### config.mk
export PLATFORM = sky130hd
export DESIGN_NAME = inv_key_schedule
export DESIGN_NICKNAME = d
export VERILOG_FILES = /design/src/rtl/aes_pkg.sv /design/src/rtl/key_step_dual.sv /design/src/rtl/inv_key_schedule.sv
export SDC_FILE = /design/constraint.sdc
export NUM_CORES = 2
export LEC_CHECK = 0
export ABC_CLOCK_PERIOD_IN_PS = 34400
export CAP_MARGIN = 5
export CORE_MARGIN = 1.5
export CORE_UTILIZATION = 42
export CTS_BUF_LIST = sky130_fd_sc_hd__clkbuf_8
export CTS_CLUSTER_DIAMETER = 30
export CTS_CLUSTER_SIZE = 40
export DETAILED_ROUTE_END_ITERATION = 8
export GPL_TIMING_DRIVEN = 0
export SYNTH_ARGS = -nofsm -noshare
export SYNTH_HDL_FRONTEND = slang
export SYNTH_SLANG_ARGS = --single-unit
### constraint.sdc
create_clock -name clk -period 34.4 [get_ports clk]
set_clock_uncertainty 0.2 [all_clocks]
set_input_delay 3.44 -clock clk [delete_from_list [all_inputs] [get_ports clk]]
set_output_delay 3.44 -clock clk [all_outputs]
set_load 0.1 [all_outputs]
### src/rtl/aes_pkg.sv
// Shared AES-128 key-schedule definitions: round count, RCON table,
// FSM state encoding, key/word types and a computed S-box function.
package aes_pkg;

  localparam int unsigned NR = 10;

  typedef logic [127:0] key_t;
  typedef logic [31:0]  word_t;

  typedef enum logic [1:0] {
    IDLE,
    EXPAND,
    EMIT
  } state_t;

  localparam logic [7:0] RCON [NR] = '{
    8'h01, 8'h02, 8'h04, 8'h08, 8'h10,
    8'h20, 8'h40, 8'h80, 8'h1b, 8'h36
  };

  // Exponent 254 gives the multiplicative inverse in GF(2^8).
  localparam logic [7:0] INV_EXP = 8'hfe;

  // Out-of-range indices (e.g. rc-1 with rc==0) map to zero.
  function automatic logic [7:0] rcon_at(input logic [3:0] idx);
    logic [7:0] r;
    r = '0;
    for (int unsigned i = 0; i < NR; i++) begin
      if (idx == 4'(i)) r = RCON[i];
    end
    return r;
  endfunction

  function automatic logic [7:0] gf_mul(input logic [7:0] a, input logic [7:0] b);
    logic [7:0] p;
    logic [7:0] x;
    p = '0;
    x = a;
    for (int unsigned i = 0; i < 8; i++) begin
      if (b[i]) p = p ^ x;
      x = {x[6:0], 1'b0} ^ (x[7] ? 8'h1b : 8'h00);
    end
    return p;
  endfunction

  function automatic logic [7:0] gf_inv(input logic [7:0] a);
    logic [7:0] r;
    logic [7:0] acc;
    r   = 8'h01;
    acc = a;
    for (int unsigned i = 0; i < 8; i++) begin
      if (INV_EXP[i]) r = gf_mul(r, acc);
      acc = gf_mul(acc, acc);
    end
    return r;
  endfunction

  function automatic logic [7:0] sbox(input logic [7:0] a);
    logic [7:0] b;
    b = gf_inv(a);
    return b ^ {b[6:0], b[7]} ^ {b[5:0], b[7:6]} ^ {b[4:0], b[7:5]}
             ^ {b[3:0], b[7:4]} ^ 8'h63;
  endfunction

endpackage

### src/rtl/key_step_dual.sv
// One combinational AES-128 key-schedule step, forward (dir=0) or
// inverse (dir=1). Four S-boxes are shared by both directions; only the
// word fed to SubWord differs (w3 forward, w3^w2 inverse).
module aes_sbox
  import aes_pkg::*;
(
  input  logic [7:0] a,
  output logic [7:0] s
);
  assign s = sbox(a);
endmodule

module key_step_dual
  import aes_pkg::*;
(
  input  logic [127:0] w,
  input  logic [7:0]   rcon,
  input  logic         dir,
  output logic [127:0] w_next
);

  word_t w0, w1, w2, w3;
  word_t p3, sel, rot, sub, t;
  word_t f0, f1, f2, f3;

  assign w0 = w[127:96];
  assign w1 = w[95:64];
  assign w2 = w[63:32];
  assign w3 = w[31:0];

  // In the inverse direction the previous w3 is recovered first so that
  // the same SubWord(RotWord()) path can rebuild the previous w0.
  assign p3  = w3 ^ w2;
  assign sel = dir ? p3 : w3;
  assign rot = {sel[23:0], sel[31:24]};

  for (genvar i = 0; i < 4; i++) begin : g_sbox
    aes_sbox u_sbox (
      .a(rot[8*i +: 8]),
      .s(sub[8*i +: 8])
    );
  end

  assign t = sub ^ {rcon, 24'h000000};

  assign f0 = w0 ^ t;
  assign f1 = w1 ^ f0;
  assign f2 = w2 ^ f1;
  assign f3 = w3 ^ f2;

  // Select forward chain or inverse reconstruction.
  always_comb begin
    w_next = {f0, f1, f2, f3};
    if (dir) w_next = {w0 ^ t, w1 ^ w0, w2 ^ w1, p3};
  end

endmodule

### src/rtl/inv_key_schedule.sv
// AES-128 decryption round-key generator: expands the cipher key forward
// to round 10 in a single working register, then walks the schedule
// backwards, streaming round keys 10..0 over valid/ready.
// Optional build macro: INV_KEY_CHECK_EN (adds chk_err reconstruction check).
module inv_key_schedule #(
  parameter int unsigned NR = aes_pkg::NR
) (
  input  logic         clk,
  input  logic         rst_n,
  input  logic [127:0] key_in,
  input  logic         key_load,
  output logic         busy,
  output logic [127:0] rk_out,
  output logic [3:0]   rk_round,
  output logic         rk_valid,
  input  logic         rk_ready,
  output logic         rk_last
`ifdef INV_KEY_CHECK_EN
  ,
  output logic         chk_err
`endif
);

  import aes_pkg::*;

  if (NR != aes_pkg::NR) begin : g_nr_check
    $error("inv_key_schedule: NR must be 10 for AES-128");
  end

  localparam logic [3:0] LAST_RC = 4'(NR);

  state_t       state;
  logic [127:0] w;
  logic [127:0] w_next;
  logic [3:0]   rc;
  logic [3:0]   rc_idx;
  logic [7:0]   rcon;
  logic         dir;

`ifdef INV_KEY_CHECK_EN
  logic [127:0] k0;
`endif

  assign dir    = (state == EMIT);
  assign rc_idx = dir ? rc - 4'd1 : rc;
  assign rcon   = rcon_at(rc_idx);
  assign rk_out = w;

  key_step_dual u_step (
    .w     (w),
    .rcon  (rcon),
    .dir   (dir),
    .w_next(w_next)
  );

  // Load / expand / emit FSM with the working key register and stream outputs.
  always_ff @(posedge clk or negedge rst_n) begin
    if (!rst_n) begin
      state    <= IDLE;
      w        <= '0;
      rc       <= '0;
      rk_round <= '0;
      rk_valid <= 1'b0;
      rk_last  <= 1'b0;
      busy     <= 1'b0;
`ifdef INV_KEY_CHECK_EN
      k0       <= '0;
      chk_err  <= 1'b0;
`endif
    end else begin
      case (state)
        IDLE: begin
          if (key_load) begin
            w     <= key_in;
            rc    <= '0;
            busy  <= 1'b1;
            state <= EXPAND;
`ifdef INV_KEY_CHECK_EN
            k0      <= key_in;
            chk_err <= 1'b0;
`endif
          end
        end
        EXPAND: begin
          w  <= w_next;
          rc <= rc + 4'd1;
          if (rc == LAST_RC - 4'd1) begin
            state    <= EMIT;
            rk_valid <= 1'b1;
            rk_round <= LAST_RC;
            rk_last  <= 1'b0;
          end
        end
        EMIT: begin
          if (rk_ready) begin
            if (rc != 4'd0) begin
              w        <= w_next;
              rc       <= rc - 4'd1;
              rk_round <= rc - 4'd1;
              rk_last  <= (rc == 4'd1);
            end else begin
              rk_valid <= 1'b0;
              rk_last  <= 1'b0;
              busy     <= 1'b0;
              state    <= IDLE;
`ifdef INV_KEY_CHECK_EN
              chk_err  <= (w != k0);
`endif
            end
          end
        end
        default: state <= IDLE;
      endcase
    end
  end

endmodule

==> flow_metrics.env <==
export IMPL_fin_crit_ns=25.81
export IMPL_routed_wl_mm=282
export IMPL_cts_tree="done"
export IMPL_wl_met3_mm=29.3
export IMPL_slowest_stage="xnor2_1"
export IMPL_fillers=16927
export IMPL_postSynthCellCount=9548
export IMPL_place_hpwl_mm=220
export IMPL_r2r_start="state[0]$_DFFE_PN0P_"
export IMPL_async_flop_share_pct=100
export IMPL_yosysSeqAreaShare_pct=5.05
export IMPL_syn_num_nets=9707
export IMPL_final_cell_mix="1716 x xnor2_1, 1222 x nor2_1, 980 x nand2_1, 613 x a21oi_1, 579 x xor2_1"
export IMPL_worst_pin_slew_ns=1.39
export IMPL_finalMaxSlewViolations=0
export IMPL_cp_required_ns=34.63
export IMPL_numCtsBuffers=17
export IMPL_top_layer="met5"
export IMPL_cts_setup_buffers=0
export IMPL_rows=149
export IMPL_crit_type="reg -> reg"
export IMPL_post_route_util_pct=45.9
export IMPL_hold_start="rk_round[0]$_DFFE_PN0P_"
export IMPL_cp_endpoint="rk_out[39]$_DFFE_PN0P_"
export IMPL_yosys_area_share_simple_pct=20.3
export IMPL_synth_area_leaders="xnor2_1 22%, xnor3_1 9.4%, xor2_1 7.3%"
export IMPL_dr_pass1_iters=8
export IMPL_synth_flop_cell="dfrtp_1"
export IMPL_hold_viol_final=0
export IMPL_max_stage_delay_ns=1.07
export IMPL_synth_xor_area_share_pct=44.4
export IMPL_io_pins=267
export IMPL_hp_class="reg -> reg"
export IMPL_grt_pass1_vias=66830
export IMPL_initial_core_util_pct=42.3
export IMPL_synth_edf_count=0
export IMPL_met1_length_mm=123
export IMPL_violations="DRC"
export IMPL_synthMuxAreaShare_pct=4.77
export IMPL_fmax_mhz=38.7
export IMPL_synth_area_um2=69800
export IMPL_end_kind="register"
export IMPL_viasPerCell=6.03
export IMPL_cts_resized=0
export IMPL_crit_path_max_fanout=10
export IMPL_die_y_um=411
export IMPL_grt_pass1_wl_mm=422
export IMPL_clockBufferDepth=2
export IMPL_clkTransAtPathRegs_ns=0.12
export IMPL_start_kind="register"
export IMPL_core_um2=165000
export IMPL_area_growth_pct=8.48
export IMPL_antenna_found_initial=35
export IMPL_clockRootBuffer="clkbuf_8"
export IMPL_ys_warn_count=0
export IMPL_layout_drive_gt1_share_pct=5.59
export IMPL_crit_arrival_ns=26.04
export IMPL_grt_use_total_pct=31.8
export IMPL_clk_latency_ns=0.58
export IMPL_finalSetupTns_ns=0
export IMPL_drt_wirelength_per_cell_um=23.4
export IMPL_yosysUniqueCellTypes=126
export IMPL_slew_headroom_pct=7.23
export IMPL_synthAdderAreaFrac_pct=0.498
export IMPL_status="finished, violations left"
export IMPL_synth_compound_area_share_pct=19.8
export IMPL_num_vias=72695
export IMPL_r2r_cells=75
export IMPL_cap_violations=0
export IMPL_synth_top_family_by_area="XOR/XNOR gates"
export IMPL_drt_iter0_drc=8682
export IMPL_ys_ff_latch=141
export IMPL_dieArea_um2=169000
export IMPL_grt_start_max_net_pins=85
export IMPL_cpMostUsedCell="xnor2_1"
export IMPL_antenna_left=0
export IMPL_nets=9996
export IMPL_finalSetupViolCount=0
export IMPL_htreeDepth=4
export IMPL_postCtsHoldBufs=0
export IMPL_synth_top_area_cell="xnor2_1"
export IMPL_fp_dieW_um=411
export IMPL_worstSetupStartpoint="state[0]$_DFFE_PN0P_"
export IMPL_synth_top_area_share_pct=21.5
export IMPL_reg2reg_to="rk_out[39]$_DFFE_PN0P_"
export IMPL_place_gp_congestion=1.01
export IMPL_io_buffer_count=266
export IMPL_holdWs_ns=0.334
export IMPL_gr_total_overflow=0
export IMPL_cts_sinks=141
export IMPL_synth_area_per_cell_um2=7.32
export IMPL_dr_wl_met2_mm=121
export IMPL_drc=72
export IMPL_finalCritPeriodShare_pct=75.0
export IMPL_rsz0062_at_grt="no"
export IMPL_regToRegSetupSlack_ns=8.59
export IMPL_layout_commonest_cell="xnor2_1"
==> how the worst min path moves through the flow <==
stage               cells after the start  slack, ns                 endpoint
floorplan                               1       0.32     state[1]$_DFFE_PN0P_
global placement                        1       0.30  rk_round[0]$_DFFE_PN0P_
detailed placement                      1       0.31  rk_round[0]$_DFFE_PN0P_
CTS                                     1       0.34  rk_round[0]$_DFFE_PN0P_
global route                            1       0.36  rk_round[0]$_DFFE_PN0P_
finish                                  1       0.33  rk_round[0]$_DFFE_PN0P_
==> routing by layer <==
layer	GRT usage, %	up-vias
met2	47.8	3567
met5	0	-
met1	44.7	35020
met3	7.49	420
met4	9.30	20
li1	-	33668
==> synth_stat cells, drive strengths merged (89+ instances only) <==
cell type / count
xnor2: 1824
nor2: 1231
nand2: 986
xor2: 619
a21oi: 617
o21ai: 560
clkbuf: 445
xnor3: 312
nand3: 300
mux2i: 291
buf: 280
o22ai: 242
nor3: 220
dfrtp: 141
inv: 98
nand2b: 95
a31oi: 89
==> state kept, by name, indices dropped and copies added, names as in the netlist <==
name      count
busy          1
rc            4
rk_last       1
rk_out      128
rk_round      4
rk_valid      1
state         2
==> worst max-delay path: cells and delay by family, from the launching register on <==
kind                     cells  cell delay [ns]
multiplexers                 2             0.56
adder cells (fa/ha/maj)      4             1.35
XOR/XNOR                    25            10.78
AO/OA/AOI/OAI               10             2.11
buffers and inverters       26             8.13
AND/OR/NAND/NOR              8             2.00
flip-flops                   1             0.43
==> metrics by stage <==
step	cells	area, µm²	setup WS, ns
floorplan	9548	69800	16.09
detailed placement	12005	75300	9.50
global placement	12003	75200	9.74
CTS	12037	75700	9.38
finish	12060	75800	8.59
global route	12057	75800	7.56
==> logic make-up (layout without fill, tap and decap cells) <==
logic type,after synthesis,in the layout
mux,325,325
simple gates,3218,3218
other cells,0,21
xor+xnor,2806,2806
flops,141,141
compound gates,2198,2198
buf+inv,832,1134
fa+ha+maj,28,28
==> area by class of cell <==
class	count	area, µm²	share of cell area [%]
clock inverter	15	163	0.215
antenna	21	52.6	0.0694
timing repair buffer	270	2730	3.61
clock buffer	17	234	0.309
buffer	725	3150	4.16
sequential	141	3530	4.66
inverter	107	402	0.530
tap	2189	2740	3.61
multi-input combinational	8575	62800	82.8
Power is left out: the tool's default activity adds up to more than one toggle a clock period on the data nets, which glitch-free logic cannot reach.
